File: src/rtl/mac8_seq_ctrl.sv
// Sequential 8x8 unsigned multiply-accumulate built from a single 2x2 multiplier cell.
// Define MAC8_SEQ_CTRL_SATURATE_EN for a saturating accumulator; the default build wraps.

module mult2x2 (
    input  logic [1:0] x,
    input  logic [1:0] y,
    output logic [3:0] p
);
    logic c1;

    // Gate-level 2x2 product: two partial-product columns with one carry between them.
    assign c1   = (x[1] & y[0]) & (x[0] & y[1]);
    assign p[0] = x[0] & y[0];
    assign p[1] = (x[1] & y[0]) ^ (x[0] & y[1]);
    assign p[2] = (x[1] & y[1]) ^ c1;
    assign p[3] = (x[1] & y[1]) & c1;
endmodule

module mac8_seq_ctrl #(
    parameter int ACC_W = 20
) (
    input  logic             clk,
    input  logic             rst,
    input  logic             start,
    input  logic             clr,
    input  logic [7:0]       a,
    input  logic [7:0]       b,
    output logic             busy,
    output logic             done,
    output logic [ACC_W-1:0] acc,
    output logic             ovf
);
    typedef enum logic [1:0] {IDLE, RUN, ACCUM, DONE} state_t;

    state_t      state, state_nxt;
    logic [7:0]  a_r, b_r;
    logic [3:0]  cnt;
    logic [15:0] product;
    logic [1:0]  a_sel, b_sel;
    logic [2:0]  ij;
    logic [3:0]  pp;
    logic [15:0] pp_sh;
    logic [ACC_W:0] sum;

    // cnt walks all 16 digit pairs: high bits pick the a digit, low bits the b digit.
    assign a_sel = a_r[{cnt[3:2], 1'b0} +: 2];
    assign b_sel = b_r[{cnt[1:0], 1'b0} +: 2];
    assign ij    = {1'b0, cnt[3:2]} + {1'b0, cnt[1:0]};
    assign pp_sh = 16'(pp) << {ij, 1'b0};
    assign sum   = {1'b0, acc} + (ACC_W+1)'(product);

    mult2x2 u_mult (
        .x (a_sel),
        .y (b_sel),
        .p (pp)
    );

    assign busy = (state != IDLE);
    assign done = (state == DONE);

    always_ff @(posedge clk) begin
        if (rst) state <= IDLE;
        else     state <= state_nxt;
    end

    always_comb begin
        state_nxt = state;
        case (state)
            IDLE:    if (start) state_nxt = RUN;
            RUN:     if (cnt == 4'd15) state_nxt = ACCUM;
            ACCUM:   state_nxt = DONE;
            DONE:    state_nxt = IDLE;
            default: state_nxt = IDLE;
        endcase
    end

    always_ff @(posedge clk) begin
        if (rst) begin
            a_r     <= '0;
            b_r     <= '0;
            cnt     <= '0;
            product <= '0;
            acc     <= '0;
            ovf     <= 1'b0;
        end else begin
            case (state)
                IDLE: begin
                    if (clr) begin
                        acc <= '0;
                        ovf <= 1'b0;
                    end
                    if (start) begin
                        a_r     <= a;
                        b_r     <= b;
                        product <= '0;
                        cnt     <= '0;
                    end
                end
                RUN: begin
                    product <= product + pp_sh;
                    cnt     <= cnt + 4'd1;
                end
                ACCUM: begin
`ifdef MAC8_SEQ_CTRL_SATURATE_EN
                    if (sum[ACC_W]) begin
                        acc <= '1;
                        ovf <= 1'b1;
                    end else begin
                        acc <= sum[ACC_W-1:0];
                    end
`else
                    acc <= sum[ACC_W-1:0];
                    if (sum[ACC_W]) ovf <= 1'b1;
`endif
                end
                default: ;
            endcase
        end
    end
endmodule

File: config.mk
export PLATFORM = sky130hd
export DESIGN_NAME = mac8_seq_ctrl
export DESIGN_NICKNAME = d
export VERILOG_FILES = /design/src/rtl/mac8_seq_ctrl.sv
export SDC_FILE = /design/constraint.sdc
export NUM_CORES = 1
export LEC_CHECK = 0
export ABC_AREA = 0
export BUFFER_PORTS_ARGS = -buffer_cell sky130_fd_sc_hd__buf_2
export CAP_MARGIN = 20
export CORE_ASPECT_RATIO = 1.1
export CORE_MARGIN = 3
export CORE_UTILIZATION = 54
export DETAILED_ROUTE_END_ITERATION = 8
export GPL_ROUTABILITY_DRIVEN = 0
export MAX_ROUTING_LAYER = met4
export PLACE_DENSITY = 0.8
export SLEW_MARGIN = 20
export SYNTH_ARGS = -nofsm -noshare
export SYNTH_HDL_FRONTEND = slang
export SYNTH_SLANG_ARGS = --single-unit
File: constraint.sdc
create_clock -name clk -period 3.85 [get_ports clk]
set_clock_uncertainty 0.05 [all_clocks]
set_input_delay 0.77 -clock clk [delete_from_list [all_inputs] [get_ports clk]]
set_output_delay 0.77 -clock clk [all_outputs]
set_load 0.03 [all_outputs]
==> flow_summary.json, run 1 <==
{
  "status": "finished, final reports clean",
  "core_area_sq_um": 7170,
  "crit_slowest_cell": "or4b_1",
  "seq_area_sq_um": 1180,
  "rsz0062_at_grt": "yes",
  "final_common_cell": "nand2_1",
  "avgSynthCellArea_sq_um": 8.00,
  "antenna_found_initial": 0,
  "initial_core_util": 0.568,
  "end_kind": "flip-flop",
  "final_cell_mix": "64 x nand2_1, 57 x dfxtp_1, 54 x nor2_1, 42 x a21oi_1, 42 x buf_2",
  "track_usage": 0.236,
  "peakVddDrop_mv": 0.485,
  "pin_count": 43,
  "die_area_sq_um": 8620,
  "via_per_inst": 6.03,
  "drive_gt1_frac": 0.165,
  "max_freq_mhz": 272,
  "routed_wl_mm": 9.51,
  "p_int_uw": 1090,
  "drc_errors": 0,
  "grt_max_degree": 38,
  "cpPeakStageDelay_ns": 0.54,
  "finalPower_uw": 1660,
  "critPathBufInv": 0,
  "drt-initial-drc-count": 210,
  "finalWorstSetupSlack_ns": 0.178,
  "async_flop_share": 0,
  "start_kind": "flip-flop",
  "period_needed_ns": 3.67,
  "pre_cts_slack_ns": 0.0463,
  "rows": 32,
  "vias": 3839,
  "synth_edf_count": 0,
  "cellLeakagePower_uw": 0.00203,
  "die-width_um": 88.8,
  "clock_path_buffers": 2,
  "clk_latency_ns": 0.35,
  "synth-seq-cells": 59,
  "slew_headroom": 0.436,
  "swShare": 0.347,
  "tightest_slew_ns": 0.843,
  "final_cells": 637,
  "postLayoutCoreUtil": 0.641,
  "p_sw_uw": 578,
  "timing.hold.ws_ns": 0.409,
  "cts.sinks": 59,
  "grt_pass1_wl_mm": 15.9,
  "path_delay_family": "compound AO/OA/AOI/OAI gates",
  "min_path_type": "flip-flop to flip-flop",
  "path_clk_slew_ns": 0.06,
  "wl_per_cell_um": 14.9,
  "port_buffers": 42,
  "n_fill_cell": 619,
  "report.final.setup_viol": 0,
  "cp_max_fo": 6,
  "grt_pass1_vias": 3615,
  "cts_buffers": 9,
  "grt_overflow": 0,
  "power_density_nw_per_um2": 362,
  "critPathKind": "flip-flop to flip-flop",
  "final_max_slew_viol_count": 0,
  "cts_tree": "done",
  "synth_cell_type_count": 62,
  "yosysSeqAreaShare": 0.290,
  "area_growth_pct": 12.8,
  "maxCapViolations": 0,
  "clkPwrFrac": 0.311,
  "ant_nets": 0,
  "fin_crit_sh": 0.954,
  "syn_area_sq_um": 4070,
  "nets": 610,
  "crit_required_ns": 4.03,
  "finalHoldViolCount": 0,
  "pwr-share-seq": 0.413,
  "cts.htree.levels": 3,
  "multiInputGateArea_sq_um": 2780,
  "p_comb_frac": 0.276,
  "crit_arrival_ns": 3.85,
  "diodes": 0,
  "syn-num-nets": 571,
  "synth_warnings": 0,
  "clock-root-buffer": "clkbuf_8",
  "synthCells": 509,
  "crit_chain": "mux4_2 -> and2_1 -> ha_1 -> ha_4 -> nand2_1 -> o32ai_2 -> ha_1 -> a21oi_2 -> o21ai_1 -> a21oi_2 -> a311oi_1 -> or4b_1 -> a41oi_1 -> o21bai_1",
  "post_cts_buffers": 0,
  "drt_pass1_iterations": 7,
  "die_h_um": 97.1,
  "dp.cells": 622,
  "synth_ff_type": "dfxtp_1",
  "place_hpwl_mm": 7.31
}
-- layer usage --
metal / up-vias / GRT usage / wire length (um)
met5: - / - / 0
met4: 0 / 0.116 / 261
met3: 30 / 0.0441 / 388
met2: 104 / 0.377 / 4780
met1: 1790 / 0.281 / 4090
li1: 1915 / - / -
-- final timing paths --
kind                       start                        to  slack [ns]  depth (start not counted)
max          cnt[2]$_SDFFE_PP0P_  product[15]$_SDFFE_PP0P_        0.18                         14
min          b_r[4]$_SDFFE_PP0P_       b_r[4]$_SDFFE_PP0P_        0.41                          2
min reg2reg  b_r[4]$_SDFFE_PP0P_       b_r[4]$_SDFFE_PP0P_        0.41                          2
max reg2reg  cnt[2]$_SDFFE_PP0P_  product[15]$_SDFFE_PP0P_        0.18                         14
-- timing repair --
item | in CTS | in global routing
setup endpoints to repair | 0 | 4
gates resized for setup | 0 | 14
hold buffers | 0 | 0
-- sequential cells by signal, indices dropped and copies added (netlist names) --
signal,count
acc,20
b_r,8
cnt,4
a_r,8
ovf,1
state,2
product,16
-- kinds of logic after synthesis --
kind of cell | after synthesis | share of synthesized area
muxes | 10 | 0.0372
DFF | 59 | 0.290
buffers and inverters | 42 | 0.0412
AOI/OAI and AO/OA | 152 | 0.245
adders and majority gates | 42 | 0.135
xor gates and xnor gates | 19 | 0.0409
and+or+nand+nor | 185 | 0.211
-- worst register-to-register path: stages (launching register included) --
cell and delay [ns]:
dfxtp_2 0.36, mux4_2 0.51, and2_1 0.18, ha_1 0.22, ha_4 0.29, nand2_1 0.07, o32ai_2 0.15, ha_1 0.35
a21oi_2 0.18, o21ai_1 0.10, a21oi_2 0.15, a311oi_1 0.12, or4b_1 0.54, a41oi_1 0.23, o21bai_1 0.08
-- per-stage QoR --
step | setup TNS, ns | instance area, sq um
floorplan | 0 | 4070
global route | -0.0544 | 4590
global placement | 0 | 4350
finish | 0 | 4590
CTS | 0 | 4530
detailed placement | 0 | 4350
-- cell usage after synthesis (all sizes together) (5+ instances only) --
cell | count | area, sq um
xor2 | 8 | 70.1
a31oi | 5 | 31.3
nor2b | 7 | 43.8
nor2 | 56 | 213
mux2i | 5 | 50.1
o21ai | 29 | 145
and2 | 5 | 31.3
xnor2 | 11 | 96.3
dfxtp | 59 | 1180
a21oi | 48 | 244
nand3 | 15 | 75.1
inv | 20 | 75.1
nand2 | 64 | 240
a22o | 5 | 43.8
nand2b | 8 | 50.1
a21o | 17 | 128
clkbuf | 18 | 67.6
ha | 39 | 488
a22oi | 15 | 113
nor3 | 7 | 35.0
-- cell type report --
| class | instances | area share |
|---|---|---|
| Multi-Input combinational cell | 408 | 0.605 |
| Sequential cell | 59 | 0.258 |
| Timing Repair Buffer | 50 | 0.0589 |
| Clock buffer | 13 | 0.0368 |
| Tap cell | 85 | 0.0232 |
| Inverter | 20 | 0.0163 |
| Clock inverter | 2 | 0.00218 |
-- power groups by stage --
| stage | Sequential [uW] | Combinational, uW | Clock [uW] |
|---|---|---|---|
| 2_1_floorplan | 694 | 353 | 0 |
| 3_3_place_gp | 700 | 441 | 0 |
| 3_5_place_dp | 701 | 451 | 0 |
| 4_1_cts | 687 | 453 | 527 |
| 5_1_grt | 693 | 515 | 556 |
| 6_report | 687 | 458 | 518 |
Power figures use the tool's default switching activity.
==> run 2, diff against run 1 <==
--- a/config.mk
+++ b/config.mk
@@ -10,11 +10,11 @@
 export CAP_MARGIN = 20
 export CORE_ASPECT_RATIO = 1.1
 export CORE_MARGIN = 3
-export CORE_UTILIZATION = 54
+export CORE_UTILIZATION = 25
 export DETAILED_ROUTE_END_ITERATION = 8
 export GPL_ROUTABILITY_DRIVEN = 0
 export MAX_ROUTING_LAYER = met4
-export PLACE_DENSITY = 0.8
+export PLACE_DENSITY = 0.45
 export SLEW_MARGIN = 20
 export SYNTH_ARGS = -nofsm -noshare
 export SYNTH_HDL_FRONTEND = slang
==> flow_summary.json, run 2 (synthesis results as in run 1) <==
{
  "status": "finished, final reports clean",
  "pin_count": 43,
  "tightest_slew_ns": 0.852,
  "die_area_sq_um": 17800,
  "wl_per_cell_um": 14.0,
  "ctsHoldBuffers": 0,
  "crit_required_ns": 4.02,
  "period_needed_ns": 3.68,
  "holdCritStartpoint": "a_r[1]$_SDFFE_PP0P_",
  "end_kind": "flip-flop",
  "finalPower_uw": 2000,
  "timing.hold.ws_ns": 0.404,
  "setup.worst_path.start": "cnt[2]$_SDFFE_PP0P_",
  "nets": 623,
  "path_clk_slew_ns": 0.06,
  "area_growth_pct": 22.4,
  "rows": 48,
  "report.final.setup_viol": 0,
  "grt_pass1_vias": 3669,
  "antenna_found_initial": 0,
  "vias": 3813,
  "reg_top3": "acc x20, product x16",
  "die_h_um": 140,
  "cts.sinks": 59,
  "final_common_cell": "nand2_1",
  "diodes": 0,
  "power_density_nw_per_um2": 402,
  "port_buffers": 42,
  "cp_max_fo": 4,
  "clock_path_buffers": 2,
  "drive_gt1_frac": 0.196,
  "clk_latency_ns": 0.33,
  "die-width_um": 128,
  "cts_tree": "done",
  "cts.htree.levels": 3,
  "rr_startpoint": "cnt[2]$_SDFFE_PP0P_",
  "final_max_slew_viol_count": 0,
  "drc_errors": 0,
  "drt-initial-drc-count": 149,
  "largest_reg_flops": 20,
  "crit_arrival_ns": 3.85,
  "initial_core_util": 0.258,
  "place_hpwl_mm": 8.24,
  "min_path_type": "flip-flop to flip-flop",
  "critPathKind": "flip-flop to flip-flop",
  "final_cell_mix": "64 x nand2_1, 57 x dfxtp_1, 54 x nor2_1, 42 x buf_2, 41 x a21oi_1",
  "postLayoutCoreUtil": 0.316,
  "top_register": "acc",
  "cellLeakagePower_uw": 0.00214,
  "slew_headroom": 0.430,
  "track_usage": 0.126,
  "grt_max_degree": 38,
  "grt_pass1_wl_mm": 17.9,
  "ant_nets": 0,
  "finalHoldViolCount": 0,
  "design_area_sq_um": 4980,
  "dpl_cell_area_sq_um": 4560,
  "peakVddDrop_mv": 0.320,
  "maxCapViolations": 0,
  "via_per_inst": 4.98,
  "cts_buffers": 9,
  "fin_crit_sh": 0.957,
  "routed_wl_mm": 10.7,
  "clock-root-buffer": "clkbuf_16",
  "grt_overflow": 0,
  "start_kind": "flip-flop",
  "drt_pass1_iterations": 4,
  "max_freq_mhz": 271,
  "core_area_sq_um": 15800
}
[run 2: timing repair]
| item | in CTS | in global routing |
|---|---|---|
| endpoints found under the setup margin | 0 | 5 |
| resized for setup | 0 | 20 |
| buffers inserted | 0 | 5 |
[run 2: worst paths after layout]
path / depth (start not counted) / endpoint / slack (ns)
min reg2reg: 2 / a_r[1]$_SDFFE_PP0P_ / 0.40
max: 14 / product[15]$_SDFFE_PP0P_ / 0.17
min: 2 / a_r[1]$_SDFFE_PP0P_ / 0.40
max reg2reg: 14 / product[15]$_SDFFE_PP0P_ / 0.17
[run 2: metal layers]
metal  vias up  routed length [um]  track usage
met5         -                   0            -
met4         0                 227       0.0475
met3        19                 395       0.0288
met2        68                5110        0.204
met1      1785                5000        0.153
li1       1941                   -            -
[run 2: cell type report]
cell class / count / area [sq um]
fillers: 1679 / 10800
multi-input cells: 408 / 2800
flip-flops and latches: 59 / 1180
repair buffers: 63 / 368
clock buffers: 12 / 256
well taps: 200 / 250
inverters: 20 / 75.1
clock inverters: 4 / 48.8
[run 2: stage by stage]
| stage | setup slack, ns | TNS [ns] | cells |
|---|---|---|---|
| after floorplan | 0.0104 | 0 | 509 |
| after global placement | 0.0866 | 0 | 745 |
| after detailed placement | 0.0225 | 0 | 745 |
| after CTS | 0.0129 | 0 | 761 |
| after global routing | -0.0372 | -0.0372 | 766 |
| final | 0.166 | 0 | 766 |
[run 2: worst max-delay path, cell delays in order (launching register included)]
cell and delay, ns:
dfxtp_2 0.35, mux4_2 0.50, and2_1 0.17, ha_1 0.23, ha_4 0.24, a31oi_2 0.19
nor2b_1 0.08, ha_1 0.35, a21oi_2 0.12, nand2_1 0.10, o21ai_2 0.18, a311oi_1 0.13
or4b_1 0.54, a41oi_1 0.24, o21bai_1 0.09
[run 2: power by group]
part           internal (uW)  switching (uW)
registers                658            32.8
clock network            535             287
logic                    163             326
total                   1360             646
